===== config.mk =====
export PLATFORM = sky130hd
export DESIGN_NAME = mem_port_arbiter_flat
export DESIGN_NICKNAME = d
export VERILOG_FILES = /design/src/rtl/mem_arb_pkg.sv /design/src/rtl/mem_port_arbiter_if.sv /design/src/rtl/mem_arb_priority.sv /design/src/rtl/mem_port_arbiter.sv /design/src/flat_wrapper.sv
export SDC_FILE = /design/constraint.sdc
export NUM_CORES = 1
export LEC_CHECK = 0
export ABC_AREA = 1
export CAP_MARGIN = 10
export CORE_MARGIN = 2
export CORE_UTILIZATION = 25
export DETAILED_ROUTE_END_ITERATION = 8
export SETUP_SLACK_MARGIN = 0.1
export SLEW_MARGIN = 20
export SYNTH_ARGS = -nofsm -noshare
export SYNTH_HDL_FRONTEND = slang
export SYNTH_SLANG_ARGS = --single-unit

===== constraint.sdc =====
create_clock -name Clk -period 1.65 [get_ports Clk]
set_clock_uncertainty 0.05 [all_clocks]
set_input_delay 0.165 -clock Clk [delete_from_list [all_inputs] [get_ports Clk]]
set_output_delay 0.165 -clock Clk [all_outputs]
set_load 0.05 [all_outputs]

===== src/rtl/mem_arb_pkg.sv =====
// Shared types and default sizes for the unified I/D memory port arbiter.
package mem_arb_pkg;
  localparam int DEF_ADDR_W          = 32;
  localparam int DEF_DATA_W          = 32;
  localparam int DEF_MEM_LATENCY     = 2;
  localparam int DEF_MAX_DATA_STREAK = 4;

  typedef enum logic {ARB_IDLE, ARB_ACCESS} arb_state_t;
  typedef enum logic {OWN_I, OWN_D} arb_owner_t;

  // Bits needed to hold 0..max_val, never less than one.
  function automatic int cnt_width(input int max_val);
    return (max_val < 2) ? 1 : $clog2(max_val + 1);
  endfunction
endpackage


===== src/rtl/mem_port_arbiter_if.sv =====
// CPU fetch/data ports and the single memory port. master = CPU + memory side, slave = arbiter.
interface mem_port_arbiter_if
  import mem_arb_pkg::*;
#(
  parameter int AddrWidth = DEF_ADDR_W,
  parameter int DataWidth = DEF_DATA_W
);
  logic                 IReq;
  logic [AddrWidth-1:0] IAddr;
  logic                 IGnt;
  logic                 IValid;
  logic [DataWidth-1:0] IRData;
  logic                 DReq;
  logic                 DWrite;
  logic [AddrWidth-1:0] DAddr;
  logic [DataWidth-1:0] DWData;
  logic                 DGnt;
  logic                 DValid;
  logic [DataWidth-1:0] DRData;
  logic                 MemRead;
  logic                 MemWrite;
  logic [AddrWidth-1:0] MemAddress;
  logic [DataWidth-1:0] MemWriteData;
  logic [DataWidth-1:0] MemReadData;

  modport master (
    output IReq, IAddr, DReq, DWrite, DAddr, DWData, MemReadData,
    input  IGnt, IValid, IRData, DGnt, DValid, DRData,
           MemRead, MemWrite, MemAddress, MemWriteData
  );

  modport slave (
    input  IReq, IAddr, DReq, DWrite, DAddr, DWData, MemReadData,
    output IGnt, IValid, IRData, DGnt, DValid, DRData,
           MemRead, MemWrite, MemAddress, MemWriteData
  );
endinterface


===== src/rtl/mem_arb_priority.sv =====
// Grant selection: data wins unless fetch has waited through MaxDataStreak data grants.
module mem_arb_priority
  import mem_arb_pkg::*;
#(
  parameter int MaxDataStreak = DEF_MAX_DATA_STREAK
) (
  input  logic Clk,
  input  logic Rst,
  input  logic IReq,
  input  logic DReq,
  input  logic idle,
  output logic IGnt,
  output logic DGnt
);
  localparam int SW = cnt_width(MaxDataStreak);
  localparam logic [SW-1:0] STREAK_MAX = SW'(MaxDataStreak);

  logic [SW-1:0] streak;
  logic          starve;

  assign starve = IReq && (streak == STREAK_MAX);
  assign DGnt   = idle && DReq && !starve;
  assign IGnt   = idle && IReq && !DGnt;

  // Streak only counts data grants that actually made a fetch wait.
  always_ff @(posedge Clk) begin
    if (!Rst)                                        streak <= '0;
    else if (IGnt || (idle && !IReq))                streak <= '0;
    else if (DGnt && IReq && streak != STREAK_MAX)   streak <= streak + 1'b1;
  end
endmodule


===== src/rtl/mem_port_arbiter.sv =====
// Serialises fetch and load/store traffic onto one single-ported memory with fixed latency.
module mem_port_arbiter
  import mem_arb_pkg::*;
#(
  parameter int AddrWidth     = DEF_ADDR_W,
  parameter int DataWidth     = DEF_DATA_W,
  parameter int MemLatency    = DEF_MEM_LATENCY,
  parameter int MaxDataStreak = DEF_MAX_DATA_STREAK
) (
  input logic               Clk,
  input logic               Rst,
  mem_port_arbiter_if.slave bus
);
  localparam int CntW = cnt_width(MemLatency - 1);

  arb_state_t           state, state_nx;
  logic [CntW-1:0]      cnt, cnt_nx;
  arb_owner_t           own;
  logic                 lat_write;
  logic [AddrWidth-1:0] lat_addr;
  logic [DataWidth-1:0] lat_wdata;
  logic                 idle, igrant, dgrant, done;

  // Grants are suppressed while reset is asserted so nothing is accepted mid-reset.
  assign idle = (state == ARB_IDLE) && Rst;
  assign done = (state == ARB_ACCESS) && (cnt == '0);

  mem_arb_priority #(.MaxDataStreak(MaxDataStreak)) u_prio (
    .Clk  (Clk),
    .Rst  (Rst),
    .IReq (bus.IReq),
    .DReq (bus.DReq),
    .idle (idle),
    .IGnt (igrant),
    .DGnt (dgrant)
  );

  assign bus.IGnt         = igrant;
  assign bus.DGnt         = dgrant;
  assign bus.MemRead      = (state == ARB_ACCESS) && !lat_write;
  assign bus.MemWrite     = (state == ARB_ACCESS) && lat_write;
  assign bus.MemAddress   = lat_addr;
  assign bus.MemWriteData = lat_wdata;

  always_comb begin
    state_nx = state;
    cnt_nx   = cnt;
    case (state)
      ARB_IDLE: begin
        if (igrant || dgrant) begin
          state_nx = ARB_ACCESS;
          cnt_nx   = (dgrant && bus.DWrite) ? '0 : CntW'(MemLatency - 1);
        end
      end
      ARB_ACCESS: begin
        if (cnt == '0) state_nx = ARB_IDLE;
        else           cnt_nx   = cnt - 1'b1;
      end
      default: state_nx = ARB_IDLE;
    endcase
  end

  always_ff @(posedge Clk) begin
    if (!Rst) begin
      state      <= ARB_IDLE;
      cnt        <= '0;
      own        <= OWN_I;
      lat_write  <= 1'b0;
      lat_addr   <= '0;
      lat_wdata  <= '0;
      bus.IValid <= 1'b0;
      bus.DValid <= 1'b0;
      bus.IRData <= '0;
      bus.DRData <= '0;
    end else begin
      state      <= state_nx;
      cnt        <= cnt_nx;
      bus.IValid <= done && (own == OWN_I);
      bus.DValid <= done && (own == OWN_D);
      if (igrant || dgrant) begin
        own       <= dgrant ? OWN_D : OWN_I;
        lat_addr  <= dgrant ? bus.DAddr : bus.IAddr;
        lat_write <= dgrant && bus.DWrite;
      end
      // Write data only tracks data grants so MemWriteData stays put across fetches.
      if (dgrant) lat_wdata <= bus.DWData;
      if (done && !lat_write) begin
        if (own == OWN_I) bus.IRData <= bus.MemReadData;
        else              bus.DRData <= bus.MemReadData;
      end
    end
  end
endmodule


===== src/flat_wrapper.sv =====
// flat-port wrapper written by rule: the top's interface ports become plain ports
module mem_port_arbiter_flat import mem_arb_pkg::*;
#(
  parameter int AddrWidth     = DEF_ADDR_W,
  parameter int DataWidth     = DEF_DATA_W,
  parameter int MemLatency    = DEF_MEM_LATENCY,
  parameter int MaxDataStreak = DEF_MAX_DATA_STREAK
)
  (Clk, Rst, bus_IReq, bus_IAddr, bus_DReq, bus_DWrite, bus_DAddr, bus_DWData, bus_MemReadData, bus_IGnt, bus_IValid, bus_IRData, bus_DGnt, bus_DValid, bus_DRData, bus_MemRead, bus_MemWrite, bus_MemAddress, bus_MemWriteData);
  mem_port_arbiter_if #(.AddrWidth(AddrWidth), .DataWidth(DataWidth)) bus_i ();
  input logic Clk;
  input logic Rst;
  input wire logic [$bits(bus_i.IReq)-1:0] bus_IReq;
  input wire logic [$bits(bus_i.IAddr)-1:0] bus_IAddr;
  input wire logic [$bits(bus_i.DReq)-1:0] bus_DReq;
  input wire logic [$bits(bus_i.DWrite)-1:0] bus_DWrite;
  input wire logic [$bits(bus_i.DAddr)-1:0] bus_DAddr;
  input wire logic [$bits(bus_i.DWData)-1:0] bus_DWData;
  input wire logic [$bits(bus_i.MemReadData)-1:0] bus_MemReadData;
  output wire logic [$bits(bus_i.IGnt)-1:0] bus_IGnt;
  output wire logic [$bits(bus_i.IValid)-1:0] bus_IValid;
  output wire logic [$bits(bus_i.IRData)-1:0] bus_IRData;
  output wire logic [$bits(bus_i.DGnt)-1:0] bus_DGnt;
  output wire logic [$bits(bus_i.DValid)-1:0] bus_DValid;
  output wire logic [$bits(bus_i.DRData)-1:0] bus_DRData;
  output wire logic [$bits(bus_i.MemRead)-1:0] bus_MemRead;
  output wire logic [$bits(bus_i.MemWrite)-1:0] bus_MemWrite;
  output wire logic [$bits(bus_i.MemAddress)-1:0] bus_MemAddress;
  output wire logic [$bits(bus_i.MemWriteData)-1:0] bus_MemWriteData;
  assign bus_i.IReq = bus_IReq;
  assign bus_i.IAddr = bus_IAddr;
  assign bus_i.DReq = bus_DReq;
  assign bus_i.DWrite = bus_DWrite;
  assign bus_i.DAddr = bus_DAddr;
  assign bus_i.DWData = bus_DWData;
  assign bus_i.MemReadData = bus_MemReadData;
  assign bus_IGnt = bus_i.IGnt;
  assign bus_IValid = bus_i.IValid;
  assign bus_IRData = bus_i.IRData;
  assign bus_DGnt = bus_i.DGnt;
  assign bus_DValid = bus_i.DValid;
  assign bus_DRData = bus_i.DRData;
  assign bus_MemRead = bus_i.MemRead;
  assign bus_MemWrite = bus_i.MemWrite;
  assign bus_MemAddress = bus_i.MemAddress;
  assign bus_MemWriteData = bus_i.MemWriteData;
  mem_port_arbiter #(.AddrWidth(AddrWidth), .DataWidth(DataWidth), .MemLatency(MemLatency), .MaxDataStreak(MaxDataStreak)) u_core (.Clk(Clk), .Rst(Rst), .bus(bus_i));
endmodule

==> flow_metrics.env, run 1 <==
export IMPL_status="finished with violations"
export IMPL_violations="negative setup slack"
export IMPL_core_um2=22600
export IMPL_ys_seq_area_share_pct=47.9
export IMPL_finalHoldViolCount=0
export IMPL_fin_crit_ps=1730
export IMPL_die_h_um=155
export IMPL_synth_fp_nets=961
export IMPL_drc=0
export IMPL_drive_gt1_share_pct=30.9
export IMPL_worstSetupPathType="reg2out"
export IMPL_max_slew_margin_rel_pct=58.1
export IMPL_n_antenna_cell=0
export IMPL_multi_input_area_um2=2910
export IMPL_cts_sinks=137
export IMPL_synthAdderAreaFrac_pct=0.437
export IMPL_antenna_found_initial=0
export IMPL_ys_top_cells_by_area="dfxtp_1 48%, nor2_1 13%, nand2_1 9.6%, inv_1 7.0%, o21ai_0 6.7%"
export IMPL_clk_path_buf_depth=2
export IMPL_vias=6036
export IMPL_numCtsBuffers=17
export IMPL_worstMarginPinSlew_ps=629
export IMPL_max_freq_mhz=580
export IMPL_syn_area_per_cell_um2=6.94
export IMPL_syn_inst=826
export IMPL_synth_top_cell_by_area="dfxtp_1"
export IMPL_synth_top_family_by_area="simple AND/OR/NAND/NOR gates"
export IMPL_cts_root_buf="clkbuf_16"
export IMPL_vias_per_cell=4.24
export IMPL_hp_class="in2reg"
export IMPL_rsz0062_at_grt="true"
export IMPL_muxShareOfSynthArea_pct=0
export IMPL_max_cap_violations=0
export IMPL_slew_viol_final=0
export IMPL_yosysMostFrequentCell="nor2_1"
export IMPL_min_period_over_period_pct=105
export IMPL_grt_pass1_vias=5491
export IMPL_areaGrowthSynthToFinish_pct=77.9
export IMPL_start_util_pct=25.4
export IMPL_grt_remaining_overflow=0
export IMPL_worst_slack_ps=-75.5
export IMPL_synth_compound_area_share_pct=9.04
export IMPL_yosysWarningCount=0
export IMPL_port_buffers=266
export IMPL_clkTransAtPathRegs_ps=70
export IMPL_setup_viol=22
export IMPL_grt_use_total_pct=15.0
export IMPL_yosys_cell_types_count=22
export IMPL_ys_seq_elements=137
export IMPL_p_leak_nw=4.84
export IMPL_wl_um=19400
export IMPL_num_fill_cells=2276
export IMPL_final_nets=1260
export IMPL_synth_simple_area_share_pct=30.3
export IMPL_io_pins=267
export IMPL_dieArea_um2=24100
export IMPL_dpl_hpwl_um=13100
export IMPL_ys_async_sr_fraction_pct=0
export IMPL_power_density_nw_per_um2=965
export IMPL_grt_pass1_wl_um=28700
export IMPL_drtIter0Drc=222
export IMPL_worstSetupStartpointType="flop"
export IMPL_synth_edf_count=0
export IMPL_ir_drop_uv=593
export IMPL_htree_levels=4
export IMPL_arrival_ps=1510
export IMPL_required_ps=1430
export IMPL_synth_top_area_share_pct=47.9
export IMPL_cts_tree="built"
export IMPL_end_kind="output pin"
export IMPL_ant_nets=0
export IMPL_insertion_delay_ps=420
export IMPL_finalSetupTns_ps=-620
export IMPL_worst_r2r_cell_count=12
export IMPL_hold_depth=3
export IMPL_die_x_um=155
export IMPL_cp_max_fo=5
export IMPL_synth_xor_area_share_pct=0.153
export IMPL_grt_max_degree=69
export IMPL_synth_common_cells="195 x nor2_1, 146 x nand2_1, 137 x dfxtp_1, 107 x inv_1, 77 x o21ai_0"
export IMPL_place_congestion=0.749
export IMPL_dr_pass1_iters=4
export IMPL_syn_area_um2=5730
export IMPL_seqCellArea_um2=2750
export IMPL_synth_main_ff_cell="dfxtp_1"
export IMPL_fp_row_count=55
export IMPL_wl_per_cell_um=13.6
export IMPL_holdWs_ps=24.8
## through the flow
stage / setup slack [ps] / cell area, um^2 / cells / total power, mW / utilization [%]
after floorplan: 110 / 5740 / 826 / 5.03 / -
after CTS: -116 / 9240 / 1404 / 9.71 / 40.9
after global routing: -155 / 10200 / 1423 / 10.3 / 45.2
after global placement: -104 / 8560 / 1363 / 5.92 / 37.9
after detailed placement: -108 / 8560 / 1363 / 5.93 / 37.9
final: -75.5 / 10200 / 1423 / 9.84 / 45.2
## cell families after synthesis
logic type | count (synthesis)
AOI/OAI and AO/OA | 101
and+or+nand+nor | 423
xor gates and xnor gates | 1
DFF | 137
buffers and inverters | 162
adders and majority gates | 2
## where the power goes
group | internal, mW | switching, mW | total, mW
registers | 3.52 | 0.115 | 3.64
logic | 0.996 | 1.51 | 2.50
clock network | 2.03 | 1.67 | 3.70
## layer usage
layer / vias up / GRT usage, % / share of wire, % / wire (um)
li1: 3129 / - / - / -
met1: 2703 / 18.8 / 45 / 8640
met2: 191 / 24.7 / 47 / 9170
met3: 13 / 4.71 / 7.3 / 1420
met4: 0 / 4.28 / 0.86 / 166
met5: - / 0 / 0 / 0
## sequential cells by signal (all words and copies together), names as in the netlist
signal and cells:
u_core.bus.DRData 32, u_core.bus.IRData 32, u_core.bus.MemAddress 32, u_core.bus.MemWriteData 32, u_core.u_prio.streak 3, u_core.bus.DValid 1
u_core.bus.IValid 1, u_core.cnt 1, u_core.lat_write 1, u_core.own 1, u_core.state 1
## cells in the final DEF, fill, tap and decap left out, types with 2 or more instances in the layout
| cell | n |
|---|---|
| a21oi_1 | 2 |
| buf_12 | 19 |
| buf_4 | 166 |
| buf_6 | 4 |
| buf_8 | 2 |
| clkbuf_16 | 24 |
| clkdlybuf4s50_1 | 131 |
| clkinv_4 | 2 |
| clkinvlp_4 | 4 |
| dfxtp_1 | 135 |
| dfxtp_2 | 2 |
| inv_1 | 105 |
| inv_2 | 7 |
| inv_6 | 4 |
| inv_8 | 4 |
| nand2_1 | 115 |
| nand2_2 | 15 |
| nand2_4 | 16 |
| nand3_1 | 39 |
| nand3_2 | 32 |
| nand3_4 | 3 |
| nand4_1 | 2 |
| nor2_1 | 155 |
| nor2_2 | 7 |
| nor2_4 | 37 |
| nor3_1 | 2 |
| o21ai_0 | 76 |
| o21ai_1 | 20 |
## worst max-delay path, cell delays in order (launching register included)
cell,delay [ps]
dfxtp_2,330
inv_2,50
ha_4,160
nand2_4,80
nor2_4,40
nor2_4,140
buf_6,150
buf_12,130
## worst paths after layout
path                      startpoint                       end  slack, ps
min                              Rst                u_core.own         20
max          u_core.u_prio.streak[0]                  bus_DGnt        -80
max reg2reg  u_core.u_prio.streak[0]  u_core.bus.MemAddress[3]        -50
min reg2reg               u_core.cnt                u_core.cnt        430
## final cells by class
| type | instances | area share [%] |
|---|---|---|
| repair buffers | 330 | 31.4 |
| multi-input cells | 527 | 28.5 |
| flip-flops and latches | 137 | 26.9 |
| clock buffers | 18 | 4.31 |
| inverters | 112 | 4.12 |
| well taps | 285 | 3.50 |
| clock inverters | 14 | 1.25 |
## timing repair
item	in CTS	in global routing
setup endpoints to repair	42	95
gates cloned	0	9
hold buffers	1	0
buffers inserted	8	11
hold endpoints to repair	1	0
pin swaps	3	34
gates resized for setup	12	171
No activity file was read; power rests on OpenSTA's default activity.
==> run 2, diff against run 1 <==
--- a/config.mk
+++ b/config.mk
@@ -5,7 +5,6 @@
 export SDC_FILE = /design/constraint.sdc
 export NUM_CORES = 1
 export LEC_CHECK = 0
-export ABC_AREA = 1
 export CAP_MARGIN = 10
 export CORE_MARGIN = 2
 export CORE_UTILIZATION = 25
==> run 2 against run 1 <==
Effect of this change: the flow still finishes with violations (negative setup slack); critical path type unchanged; core utilization up 1.1 points; setup slack lost 61 ps; routed wire length rose by 6.0%; critical endpoint is now bus_IGnt.
==> flow_metrics.env, run 2 <==
export IMPL_grt_max_degree=115
export IMPL_cts_sinks=137
export IMPL_wl_per_cell_um=17.0
export IMPL_internal_power_mw=7.32
export IMPL_yosys_cell_types_count=35
export IMPL_finalHoldViolCount=0
export IMPL_clk_path_buf_depth=2
export IMPL_vias_per_cell=4.70
export IMPL_placed_cell_area_um2=8030
export IMPL_ant_nets=0
export IMPL_hp_class="in2reg"
export IMPL_dp_cells=1153
export IMPL_drive_gt1_share_pct=36.3
export IMPL_cpMaxStageDelayCell="dfxtp_2"
export IMPL_swShare_pct=30.9
export IMPL_slew_viol_final=0
export IMPL_htree_levels=4
export IMPL_holdPathEnd="u_core.bus.MemAddress[18]"
export IMPL_critical_path_buf_inv_count=2
export IMPL_insertion_delay_ps=420
export IMPL_final_cells=1212
export IMPL_min_period_over_period_pct=108
export IMPL_hold_start="Rst"
export IMPL_drc=0
export IMPL_ys_seq_area_share_pct=51.1
export IMPL_final_util_pct=46.3
export IMPL_place_congestion=0.726
export IMPL_max_cap_violations=0
export IMPL_core_um2=21000
export IMPL_ys_top_cells_by_area="dfxtp_1 51%, nand3_1 9.2%, nand2_1 9.2%, o21ai_0 5.7%, a221oi_1 5.2%"
export IMPL_synth_common_cells="137 x dfxtp_1, 131 x nand2_1, 99 x nand3_1, 61 x o21ai_0, 36 x o21ai_1"
export IMPL_crit_family="simple AND/OR/NAND/NOR gates"
export IMPL_hold_depth=3
export IMPL_combPwrFrac_pct=23.9
export IMPL_slowest_delay_ps=320
export IMPL_wl_um=20600
export IMPL_worstSetupPathType="reg2out"
export IMPL_die_x_um=150
export IMPL_worst_r2r_cell_count=7
export IMPL_start_util_pct=25.5
export IMPL_ys_async_sr_fraction_pct=0
export IMPL_syn_area_per_cell_um2=8.19
export IMPL_n_antenna_cell=0
export IMPL_status="finished with violations"
export IMPL_worst_slack_ps=-136
export IMPL_fin_crit_ps=1790
export IMPL_max_slew_margin_rel_pct=58.8
export IMPL_areaGrowthSynthToFinish_pct=81.3
export IMPL_max_freq_mhz=560
export IMPL_rr_startpoint="u_core.u_prio.streak[1]"
export IMPL_fp_row_count=53
export IMPL_vias=5701
export IMPL_grt_pass1_vias=5084
export IMPL_ir_drop_uv=602
export IMPL_end_kind="output pin"
export IMPL_yosysWarningCount=0
export IMPL_yosysMostFrequentCell="dfxtp_1"
export IMPL_rsz0062_at_grt="true"
export IMPL_pwr_share_seq_pct=34.9
export IMPL_synth_top_area_share_pct=51.1
export IMPL_p_total_mw=10.6
export IMPL_numCtsBuffers=17
export IMPL_p_leak_nw=3.90
export IMPL_stdcell_area_um2=9720
export IMPL_die_h_um=150
export IMPL_drtIter0Drc=297
export IMPL_synth_fp_nets=790
export IMPL_clkPwrFrac_pct=41.2
export IMPL_grt_use_total_pct=15.5
export IMPL_grt_pass1_wl_um=27500
export IMPL_dpl_hpwl_um=11700
export IMPL_finalSetupTns_ps=-208
export IMPL_worstSetupStartpointType="flop"
export IMPL_cts_tree="built"
export IMPL_worstMarginPinSlew_ps=617
export IMPL_setup_viol=2
export IMPL_antenna_found_initial=0
export IMPL_dieArea_um2=22600
export IMPL_io_pins=267
export IMPL_r2r_end="u_core.bus.MemAddress[10]"
export IMPL_r2r_slack_ps=60
export IMPL_final_nets=1059
export IMPL_cp_max_fo=3
export IMPL_port_buffers=266
export IMPL_synth_main_ff_cell="dfxtp_1"
export IMPL_dr_pass1_iters=4
export IMPL_syn_area_um2=5360
export IMPL_cts_root_buf="clkbuf_16"
export IMPL_crit_chain="inv_2 > ha_4 > nand3_4 > and2_4 > nor3b_4 > buf_6"
export IMPL_synth_top_cell_by_area="dfxtp_1"
export IMPL_required_ps=1430
export IMPL_grt_remaining_overflow=0
export IMPL_synth_edf_count=0
export IMPL_p_switching_mw=3.27
export IMPL_violations="negative setup slack"
export IMPL_syn_inst=655
export IMPL_final_common_cell="buf_4"
export IMPL_layout_common_cells="148 x buf_4, 132 x dfxtp_1, 131 x nand2_1, 131 x clkdlybuf4s50_1, 57 x o21ai_1"
export IMPL_ys_seq_elements=137
export IMPL_power_density_nw_per_um2=1090
export IMPL_arrival_ps=1570
export IMPL_clkTransAtPathRegs_ps=60
run 2: cell count changes after synthesis, moves of 16 or more:
| cell | previous run | this run |
|---|---|---|
| nor2_1 | 195 | 2 |
| inv_1 | 107 | 34 |
| a221oi_1 | 0 | 32 |
| nor3_1 | 2 | 32 |
| nand3_1 | 70 | 99 |
| o21ai_0 | 77 | 61 |
| o21ai_1 | 20 | 36 |
run 2: power groups by stage:
stage	clock network, mW	registers (mW)	logic, mW
detailed placement	0	3.75	2.24
finish	4.36	3.70	2.53
global route	4.62	3.72	2.66
CTS	4.50	3.69	2.31
floorplan	0	4.56	0.527
global placement	0	3.75	2.23
run 2: cells by family (layout without fill, tap and decap cells):
| family | Yosys count | in the layout | synth area share [%] |
|---|---|---|---|
| and+or+nand+nor | 280 | 280 | 23.8 |
| adders and majority gates | 2 | 2 | 0.466 |
| DFF | 137 | 137 | 51.1 |
| buffers and inverters | 96 | 378 | 8.79 |
| AOI/OAI and AO/OA | 140 | 140 | 15.8 |
run 2: what timing repair did:
action	4_1_cts	5_1_grt
cloned	2	10
endpoints found under the hold margin	3	0
gates resized for setup	11	162
hold buffers	1	0
pin swaps	3	38
setup endpoints to repair	35	62
setup buffers	7	7
run 2: cell type report:
cell class | count | area, um^2
sequential | 137 | 2750
multi-input combinational | 422 | 2790
tap | 275 | 344
fill | 2020 | 11300
timing repair buffer | 312 | 3040
clock inverter | 13 | 214
clock buffer | 19 | 453
inverter | 34 | 128
run 2: stage by stage:
stage / setup WS, ps / hold slack [ps]
final: -136 / 18.2
after floorplan: -97.8 / 203
after global routing: -208 / 14.1
after detailed placement: 20.9 / 391
after global placement: 49.5 / 391
after CTS: -163 / 4.44
run 2: metal layers:
metal,vias to the layer above,share of wire [%],GRT usage (%),wire [um]
li1,2798,-,-,-
met1,2694,44,19.8,9080
met2,191,47,24.6,9760
met3,18,7.2,5.33,1470
met4,0,1.2,4.58,257
met5,-,0,0,0
run 2: how the worst max path moves through the flow:
stage                                      to  depth (start not counted)                    start  slack (ps)
finish                               bus_IGnt                          6  u_core.u_prio.streak[0]        -140
global route                         bus_IGnt                          6  u_core.u_prio.streak[0]        -210
CTS                                  bus_IGnt                          6  u_core.u_prio.streak[0]        -160
detailed placement  u_core.bus.MemAddress[30]                          5                 bus_IReq          20
global placement    u_core.bus.MemAddress[15]                          5                 bus_IReq          50
floorplan                            bus_IGnt                          6             u_core.state        -100
run 2: worst min-delay path: cells and delay by family:
family	cells	cell delay, ps
buffers and inverters	1	130
AOI/OAI and AO/OA	1	60
and+or+nand+nor	1	70
